===== src/rtl/vermi_sequencer_pkg.sv =====
// ---------------------------------------------------------------------------
// Vermitypes_pkg
// Shared types for the vermi instruction sequencer. The state enum is kept
// here so trace/debug blocks can decode the sequencer state without
// duplicating the encoding.
// No ports (package).
// ---------------------------------------------------------------------------
package Vermitypes_pkg;

    // Sequencer stages, one per instruction phase plus the bus-timeout trap.
    typedef enum logic [2:0] {
        FETCH     = 3'd0,
        DECODE    = 3'd1,
        EXECUTE   = 3'd2,
        LOAD      = 3'd3,
        STORE     = 3'd4,
        WRITEBACK = 3'd5,
        TRAP      = 3'd6
    } vermi_state_t;

    // Execute-cycle counter covers latencies up to 16 (counts 0..15).
    localparam int EXEC_CNT_W    = 4;
    // Bus wait counter covers timeouts up to 255 cycles.
    localparam int TIMEOUT_CNT_W = 8;

endpackage


===== src/rtl/vermi_timeout.sv =====
// ---------------------------------------------------------------------------
// vermi_timeout
// Counts consecutive bus wait cycles and flags the cycle in which the
// TIMEOUT-th wait cycle occurs.
// Ports:
//   clk        - clock, rising edge
//   reset      - asynchronous active-low reset
//   wait_cycle - bus request outstanding and not acknowledged this cycle
//   expired    - this cycle is the TIMEOUT-th consecutive wait cycle
// ---------------------------------------------------------------------------
module vermi_timeout
    import Vermitypes_pkg::*;
#(
    parameter int TIMEOUT = 1
) (
    input  logic clk,
    input  logic reset,
    input  logic wait_cycle,
    output logic expired
);

    localparam logic [TIMEOUT_CNT_W-1:0] LAST_WAIT = TIMEOUT_CNT_W'(TIMEOUT - 1);

    logic [TIMEOUT_CNT_W-1:0] wait_cnt;

    assign expired = wait_cycle && (wait_cnt == LAST_WAIT);

    // Any cycle that is not a wait cycle is either an acknowledged request
    // (which always changes state) or a stage without a bus request (which
    // was itself entered through a state change), so clearing whenever
    // wait_cycle is low is the same as clearing on every state change.
    // Expiry also clears because the sequencer moves to TRAP.
    always_ff @(posedge clk or negedge reset) begin
        if (!reset) begin
            wait_cnt <= '0;
        end else if (wait_cycle && !expired) begin
            wait_cnt <= wait_cnt + TIMEOUT_CNT_W'(1);
        end else begin
            wait_cnt <= '0;
        end
    end

endmodule


===== src/rtl/vermi_sequencer.sv =====
// ---------------------------------------------------------------------------
// vermi_sequencer
// Multi-cycle instruction sequencer: FETCH -> DECODE -> EXECUTE ->
// (LOAD | STORE | WRITEBACK) -> FETCH, with an optional bus timeout trap and
// a retired-instruction counter.
// Ports:
//   clk            - clock, rising edge
//   reset          - asynchronous active-low reset
//   ready          - bus acknowledge for the current fetch/load/store
//   is_load, is_store, has_rd, is_multicycle - decoded instruction flags
//   valid          - bus request (fetch, load or store in progress)
//   fetch_en .. trap_en - one-hot stage enables
//   exec_last      - final EXECUTE cycle
//   bus_error      - one-cycle pulse in the TRAP cycle after a timeout
//   retired        - retired-instruction count, wraps silently
// ---------------------------------------------------------------------------
module vermi_sequencer
    import Vermitypes_pkg::*;
#(
    parameter int EXEC_LATENCY = 1,
    parameter int TIMEOUT      = 0,
    parameter int COUNT_WIDTH  = 32
) (
    input  logic                   clk,
    input  logic                   reset,
    input  logic                   ready,
    input  logic                   is_load,
    input  logic                   is_store,
    input  logic                   has_rd,
    input  logic                   is_multicycle,
    output logic                   valid,
    output logic                   fetch_en,
    output logic                   decode_en,
    output logic                   execute_en,
    output logic                   load_en,
    output logic                   store_en,
    output logic                   writeback_en,
    output logic                   trap_en,
    output logic                   exec_last,
    output logic                   bus_error,
    output logic [COUNT_WIDTH-1:0] retired
);

    if (EXEC_LATENCY < 1 || EXEC_LATENCY > 16) begin : g_bad_exec_latency
        $error("vermi_sequencer: EXEC_LATENCY must be in 1..16");
    end
    if (TIMEOUT < 0 || TIMEOUT > 255) begin : g_bad_timeout
        $error("vermi_sequencer: TIMEOUT must be in 0..255");
    end
    if (COUNT_WIDTH < 8 || COUNT_WIDTH > 64) begin : g_bad_count_width
        $error("vermi_sequencer: COUNT_WIDTH must be in 8..64");
    end

    localparam logic [EXEC_CNT_W-1:0]  EXEC_LAST_CNT = EXEC_CNT_W'(EXEC_LATENCY - 1);
    localparam logic [COUNT_WIDTH-1:0] RETIRE_ONE    = COUNT_WIDTH'(1);

    vermi_state_t          state;
    logic [EXEC_CNT_W-1:0] exec_cnt;
    logic                  timeout_hit;

    assign fetch_en     = (state == FETCH);
    assign decode_en    = (state == DECODE);
    assign execute_en   = (state == EXECUTE);
    assign load_en      = (state == LOAD);
    assign store_en     = (state == STORE);
    assign writeback_en = (state == WRITEBACK);
    assign trap_en      = (state == TRAP);
    assign valid        = fetch_en | load_en | store_en;

    // Single-cycle ops finish in their first EXECUTE cycle regardless of the
    // counter; multi-cycle ops finish once the counter has walked up to
    // EXEC_LATENCY-1.
    assign exec_last = execute_en & (~is_multicycle | (exec_cnt == EXEC_LAST_CNT));

    // The wait counter only exists when a timeout is configured; otherwise
    // the sequencer simply waits for ready forever.
    if (TIMEOUT > 0) begin : g_timeout
        vermi_timeout #(
            .TIMEOUT (TIMEOUT)
        ) u_timeout (
            .clk        (clk),
            .reset      (reset),
            .wait_cycle (valid & ~ready),
            .expired    (timeout_hit)
        );
    end else begin : g_no_timeout
        assign timeout_hit = 1'b0;
    end

    // Sequencer FSM. ready is tested before timeout_hit in every bus stage
    // so an acknowledge arriving on the expiry cycle still completes
    // normally. retired counts every completed instruction as it returns to
    // FETCH; the TRAP -> FETCH path abandons the instruction and is not
    // counted.
    always_ff @(posedge clk or negedge reset) begin
        if (!reset) begin
            state     <= FETCH;
            exec_cnt  <= '0;
            retired   <= '0;
            bus_error <= 1'b0;
        end else begin
            bus_error <= 1'b0;
            case (state)
                FETCH: begin
                    if (ready) begin
                        state <= DECODE;
                    end else if (timeout_hit) begin
                        state     <= TRAP;
                        bus_error <= 1'b1;
                    end
                end
                DECODE: begin
                    state    <= EXECUTE;
                    exec_cnt <= '0;
                end
                EXECUTE: begin
                    if (exec_last) begin
                        if (is_load) begin
                            state <= LOAD;
                        end else if (is_store) begin
                            state <= STORE;
                        end else if (has_rd) begin
                            state <= WRITEBACK;
                        end else begin
                            state   <= FETCH;
                            retired <= retired + RETIRE_ONE;
                        end
                    end else begin
                        exec_cnt <= exec_cnt + EXEC_CNT_W'(1);
                    end
                end
                LOAD: begin
                    if (ready) begin
                        state <= WRITEBACK;
                    end else if (timeout_hit) begin
                        state     <= TRAP;
                        bus_error <= 1'b1;
                    end
                end
                STORE: begin
                    if (ready) begin
                        state   <= FETCH;
                        retired <= retired + RETIRE_ONE;
                    end else if (timeout_hit) begin
                        state     <= TRAP;
                        bus_error <= 1'b1;
                    end
                end
                WRITEBACK: begin
                    state   <= FETCH;
                    retired <= retired + RETIRE_ONE;
                end
                TRAP: begin
                    state <= FETCH;
                end
                default: begin
                    state <= FETCH;
                end
            endcase
        end
    end

endmodule


===== config.mk =====
export PLATFORM = sky130hd
export DESIGN_NAME = vermi_sequencer
export DESIGN_NICKNAME = d
export VERILOG_FILES = /design/src/rtl/vermi_sequencer_pkg.sv /design/src/rtl/vermi_timeout.sv /design/src/rtl/vermi_sequencer.sv
export SDC_FILE = /design/constraint.sdc
export NUM_CORES = 1
export LEC_CHECK = 0
export CAP_MARGIN = 20
export CORE_MARGIN = 2
export CORE_UTILIZATION = 35
export DETAILED_ROUTE_END_ITERATION = 10
export PLACE_DENSITY_LB_ADDON = 0.3
export REMOVE_ABC_BUFFERS = 1
export SYNTH_ARGS = -nofsm -noshare
export SYNTH_HDL_FRONTEND = slang
export SYNTH_SLANG_ARGS = --single-unit

===== constraint.sdc =====
create_clock -name clk -period 3.5 [get_ports clk]
set_input_delay 0.7 -clock clk [delete_from_list [all_inputs] [get_ports clk]]
set_output_delay 0.7 -clock clk [all_outputs]
set_load 0.05 [all_outputs]

==> impl_metrics.py, run 1 <==
metrics = {
    "critical_path": {
        "cp.required_ps": 2800,
        "critPathLaunchType": "flop",
        "crit_start": "exec_cnt[0]",
        "cp-endpoint": "exec_last",
        "rr_endpoint": "retired[19]",
        "regToRegStartpoint": "exec_cnt[0]",
        "crit_type": "reg -> out",
        "cp.arrival_ps": 2490,
        "cp_max_fo": 7,
        "ff2ff_setup_slack_ps": 1030,
        "r2r_cells": 7,
        "cp-end-kind": "output pin",
    },
    "power": {
        "clkPwrFrac": 0.221,
        "power.switching_w": 0.000641,
        "power_density_nw_per_um2": 569,
        "intPower_w": 0.000878,
        "ir_drop_mv": 0.523,
        "finalPower_w": 0.00152,
        "netSwitchingFraction": 0.422,
        "p_leak_nw": 1.19,
        "power.share.sequential": 0.385,
        "comb_power_share": 0.394,
    },
    "timing": {
        "clock_skew_ps": 5.28,
        "finalCriticalPeriod_ps": 3190,
        "fin_crit_sh": 0.912,
        "setup-violations-final": 0,
        "final-max-slew-violation-count": 0,
        "hold_viol": 0,
        "relSlewSlack": 0.414,
        "setup_tns_ps": 0,
        "worstMarginPinSlew_ps": 879,
        "max_freq_mhz": 313,
        "grt_setup_unrepaired": "no",
    },
    "synthesis": {
        "synth.cell_area_um2": 2050,
        "ys_ff_latch": 39,
        "yosysSeqAreaShare": 0.476,
        "syn_inst": 203,
        "yosysTopAreaCell": "dfrtp_1",
        "synth_ff_type": "dfrtp_1",
        "synth_top_area_share": 0.476,
        "synthArstFlopShare": 1.00,
        "synth_area_per_cell_um2": 10.1,
        "ys_top_cells_by_area": "dfrtp_1 (48%), xor2_1 (9.0%), xnor2_1 (4.7%)",
        "synth-warning-count": 0,
        "synth_edf_count": 0,
        "ys_types": 40,
    },
    "floorplan": {
        "die_w_um": 80.5,
        "core_area_um2": 5570,
        "row_count": 27,
        "start_util": 0.368,
        "die_y_um": 80.5,
        "fp.dieArea_um2": 6480,
        "io_pins": 49,
    },
    "drt": {
        "vias": 1603,
        "drt_first_pass_iters": 4,
        "avgViaCountPerCell": 4.96,
        "drt_iter0_markers": 104,
        "drt-total-wl_mm": 4.26,
        "avgRoutedWirePerCell_um": 13.2,
        "drc_errors": 0,
        "drtAntennaViolNets": 0,
    },
    "global_routing": {
        "top_usage_layer": "met2",
        "grt-ovfl-total": 0,
        "grt_max_degree": 40,
        "met2_usage": 0.228,
        "antenna_found_initial": 0,
        "met1_usage": 0.195,
        "grt_pass1_vias": 1588,
        "grt_pass1_wl_mm": 7.36,
        "grt_use_met3": 0.0539,
        "groute.usage.overall": 0.147,
    },
    "placement": {
        "finalWeightedCongestion": 0.804,
        "port_buffers": 47,
        "hpwl_mm": 3.09,
        "dp_cells": 315,
    },
    "finish": {
        "antenna-diode-count": 0,
        "final_common_cell": "clkdlybuf4s50_1",
        "area_delta_synth_final_pct": 30.3,
        "multi_input_area_um2": 990,
        "instances_no_fill": 323,
        "nFillCells": 548,
        "fin_nets": 260,
        "final_layout_size_suffix_gt1_frac": 0.0876,
        "register_area_um2": 976,
        "mostFrequentLayoutCells": "clkdlybuf4s50_1 (46), dfrtp_1 (39), xor2_1 (21), nor2_1 (15), nand3_1 (15)",
    },
    "min_path": {
        "min-delay-start": "retired[31]",
        "worstHoldPathType": "reg -> reg",
        "min_path_cells": 1,
    },
    "clocking": {
        "clk-insertion-delay-late_ps": 290,
        "numCtsBuffers": 5,
        "postCtsHoldBufs": 0,
        "cts_resized": 0,
        "cts_tree": "done",
        "htree_levels": 2,
        "post_cts_buffers": 0,
        "clkSlewWorstSetupHoldPaths_ps": 70,
        "cts_root_buf": "clkbuf_8",
        "clock_sinks": 39,
        "clockBufferDepth": 2,
    },
    "outcome": {
        "status": "complete, no violations",
    },
    "flow_run": {
        "max_cap_violations": 0,
    },
}
==> cell type report <==
class                           instances  share of cell area
Clock buffer                            7              0.0361
Multi-Input combinational cell        146               0.371
Clock inverter                          1             0.00281
Sequential cell                        39               0.366
Tap cell                               72              0.0337
Timing Repair Buffer                   48               0.177
Inverter                               10              0.0141
==> sequential cells by signal (all words and copies together), names as in the netlist <==
signal and cells:
state 3, exec_cnt 4, retired 32
==> worst min-delay path by stage <==
stage	endpoint	slack [ps]
global placement	retired[31]	460
detailed placement	retired[31]	470
global route	retired[19]	530
CTS	retired[31]	480
floorplan	exec_cnt[0]	400
finish	retired[31]	480
==> cell usage after synthesis (all sizes together), types with 2 or more instances <==
cell type	count
or3	4
and3	3
dfrtp	39
ha	3
nor3	14
or4	3
or3b	2
nand3	16
nand4	6
and2	3
nor4	9
buf	6
nor2	15
inv	10
clkbuf	2
o21ai	3
a21oi	7
nand2	12
xor2	21
and4	2
xnor2	11
==> kinds of logic after synthesis <==
group,synth area share
other cells,0.00183
xor+xnor,0.137
flops,0.476
mux,0.00549
fa+ha+maj,0.0183
simple gates,0.284
buf+inv,0.0409
compound gates,0.0360
==> layer usage <==
layer / up-vias / part of all wire / routed length [um]
met5: - / 0 / 0
met4: 0 / 0.0092 / 39
met3: 7 / 0.057 / 241
met2: 37 / 0.44 / 1870
met1: 763 / 0.50 / 2110
li1: 796 / - / -
==> through the flow <==
stage	setup WS [ps]	utilization	hold WS, ps	area, um2
2_1_floorplan	613	-	404	2000
3_3_place_gp	457	0.460	461	2570
3_5_place_dp	459	0.460	467	2570
4_1_cts	287	0.479	479	2670
5_1_grt	175	0.479	526	2670
6_report	308	0.479	475	2670
==> power groups by stage <==
stage	Sequential (W)	Combinational, W	Clock (W)
floorplan	0.000664	0.000324	0
global placement	0.000589	0.000600	0
detailed placement	0.000591	0.000602	0
CTS	0.000583	0.000604	0.000346
global route	0.000595	0.000642	0.000373
finish	0.000584	0.000599	0.000335
==> worst max-delay path, cell delays in order (launching register included) <==
cell and delay [ps]:
dfrtp_1 420, inv_1 80, ha_1 130, or3b_1 350, and2_1 240, nor3_1 160
clkdlybuf4s50_1 830
Note: power is estimated with default switching activity, not from simulation.
==> run 2: changes to the inputs <==
--- a/config.mk
+++ b/config.mk
@@ -6,11 +6,15 @@
 export NUM_CORES = 1
 export LEC_CHECK = 0
 export CAP_MARGIN = 20
+export CELL_PAD_IN_SITES_DETAIL_PLACEMENT = 1
+export CELL_PAD_IN_SITES_GLOBAL_PLACEMENT = 1
 export CORE_MARGIN = 2
 export CORE_UTILIZATION = 35
 export DETAILED_ROUTE_END_ITERATION = 10
 export PLACE_DENSITY_LB_ADDON = 0.3
+export RECOVER_POWER = 25
 export REMOVE_ABC_BUFFERS = 1
+export SKIP_CTS_REPAIR_TIMING = 1
 export SYNTH_ARGS = -nofsm -noshare
 export SYNTH_HDL_FRONTEND = slang
 export SYNTH_SLANG_ARGS = --single-unit
==> run 2 against run 1 <==
Compared with the run above: critical path depth did not move; count of clock-buffer cells in the layout fell by 2; sequential cell count did not move; highest routed layer unchanged; worst setup slack improved by 46 ps; global-route usage rose by 2.1 points; combinational power rose by 2%; register-to-register slack got worse by 70 ps; final area fell by 0.33%; the run now ends with capacitance limit, slew limit left; maximum frequency rose by 1.5%; final cell count rose by 0.31%; critical path type unchanged.
==> impl_metrics.py, run 2 (synthesis gave the netlist of run 1 again) <==
metrics = {
    "critical_path": {
        "r2r_cells": 7,
        "crit_type": "reg -> out",
        "cp.arrival_ps": 2450,
        "critical_path.top_delay_family": "buffers and inverters",
        "critPathLaunchType": "flop",
        "crit_start": "exec_cnt[1]",
        "rr_endpoint": "retired[19]",
        "cp_max_fo": 4,
        "regToRegStartpoint": "exec_cnt[1]",
        "cp.required_ps": 2800,
        "critPathBufInv": 2,
        "ff2ff_setup_slack_ps": 960,
        "path_cells": "inv_1 -> ha_1 -> or3b_1 -> and2_1 -> nor3_1 -> clkdlybuf4s50_1",
        "worst-path-stages": 6,
        "slowest_stage": "clkdlybuf4s50_1",
        "cp-end-kind": "output pin",
        "cpPeakStageDelay_ps": 830,
    },
    "global_routing": {
        "grt-ovfl-total": 0,
        "grt_pass1_wl_mm": 8.36,
        "groute.usage.overall": 0.168,
        "grt_pass1_vias": 1737,
        "antenna_found_initial": 0,
        "grt_max_degree": 40,
    },
    "floorplan": {
        "io_pins": 49,
        "start_util": 0.368,
        "core_area_um2": 5570,
        "die_w_um": 80.5,
        "fp.dieArea_um2": 6480,
        "die_y_um": 80.5,
        "row_count": 27,
    },
    "power": {
        "netSwitchingFraction": 0.442,
        "power.share.sequential": 0.391,
        "power_density_nw_per_um2": 564,
        "clkPwrFrac": 0.203,
        "comb_power_share": 0.407,
        "p_leak_nw": 1.19,
        "ir_drop_mv": 0.432,
        "finalPower_w": 0.00150,
        "power.switching_w": 0.000664,
        "intPower_w": 0.000837,
    },
    "timing": {
        "fin_crit_sh": 0.899,
        "max_freq_mhz": 318,
        "clock_skew_ps": 4.42,
        "worstMarginPinSlew_ps": 2100,
        "final-max-slew-violation-count": 40,
        "setup_tns_ps": 0,
        "finalCriticalPeriod_ps": 3150,
        "grt_setup_unrepaired": "no",
        "relSlewSlack": -0.398,
        "setup-violations-final": 0,
        "hold_viol": 0,
    },
    "flow_run": {
        "max_cap_violations": 1,
    },
    "clocking": {
        "clock_sinks": 39,
        "htree_levels": 2,
        "clockBufferDepth": 2,
        "numCtsBuffers": 5,
        "clk-insertion-delay-late_ps": 290,
        "cts_tree": "done",
        "cts_root_buf": "clkbuf_8",
        "clkSlewWorstSetupHoldPaths_ps": 80,
    },
    "finish": {
        "area_delta_synth_final_pct": 29.9,
        "fin_nets": 261,
        "mostFrequentLayoutCells": "clkdlybuf4s50_1 (46), dfrtp_1 (39), xor2_1 (21), nor2_1 (15), nand3_1 (15)",
        "largest_reg_flops": 32,
        "finalInstanceArea_um2": 2660,
        "top_register": "retired",
        "final_layout_size_suffix_gt1_frac": 0.0873,
        "reg_top3": "retired (32), exec_cnt (4), state (3)",
        "final_common_cell": "clkdlybuf4s50_1",
        "antenna-diode-count": 0,
    },
    "drt": {
        "vias": 1636,
        "drc_errors": 0,
        "drt_first_pass_iters": 4,
        "drt_iter0_markers": 44,
        "avgViaCountPerCell": 5.05,
        "avgRoutedWirePerCell_um": 15.2,
        "drt-total-wl_mm": 4.91,
        "drtAntennaViolNets": 0,
    },
    "min_path": {
        "min_path_cells": 1,
        "min-delay-start": "retired[31]",
        "min_to": "retired[31]",
        "worstHoldPathType": "reg -> reg",
    },
    "placement": {
        "hpwl_mm": 3.62,
        "finalWeightedCongestion": 0.750,
        "port_buffers": 47,
        "dpl-instance-area_um2": 2570,
    },
    "outcome": {
        "status": "complete, but fails checks",
        "violations": "capacitance limit, slew limit",
    },
}
==> run 2: worst max-delay path by stage <==
stage,end
detailed placement,exec_last
floorplan,exec_last
finish,exec_last
CTS,exec_last
global placement,exec_last
global route,exec_last
==> run 2: power groups by stage <==
stage	Sequential [W]	Clock, W	Combinational (W)
final	0.000586	0.000304	0.000610
after global routing	0.000600	0.000339	0.000653
after CTS	0.000587	0.000321	0.000616
after detailed placement	0.000595	0	0.000613
after global placement	0.000590	0	0.000604
after floorplan	0.000664	0	0.000324
==> run 2: final cells by class <==
cell class                      count  area, um2
Clock buffer                        5       68.8
Inverter                           10       37.5
Clock inverter                      3       20.0
Tap cell                           72       90.1
Timing Repair Buffer               49        479
Sequential cell                    39        976
Multi-Input combinational cell    146        990
Fill cell                         648       2910
==> run 2: metrics by stage <==
step                 util  hold slack, ps  cells  worst slack (ps)
global route        0.477             477    324               202
floorplan               -             404    195               613
global placement    0.462             457    316               543
CTS                 0.478             474    324               312
finish              0.477             464    324               354
detailed placement  0.462             463    316               526
==> run 2: layer usage <==
metal | GRT usage | up-vias | wire, um
met5 | 0 | - | 0
met4 | 0.0458 | 0 | 48
met3 | 0.0371 | 4 | 148
met2 | 0.283 | 27 | 2500
met1 | 0.218 | 807 | 2220
li1 | - | 798 | -
==> run 3: changes to the inputs <==
--- a/config.mk
+++ b/config.mk
@@ -15,6 +15,7 @@
 export RECOVER_POWER = 25
 export REMOVE_ABC_BUFFERS = 1
 export SKIP_CTS_REPAIR_TIMING = 1
+export SKIP_LAST_GASP = 1
 export SYNTH_ARGS = -nofsm -noshare
 export SYNTH_HDL_FRONTEND = slang
 export SYNTH_SLANG_ARGS = --single-unit
==> results of run 3 <==
Final layout, timing and power as in run 2 (identical DEF).
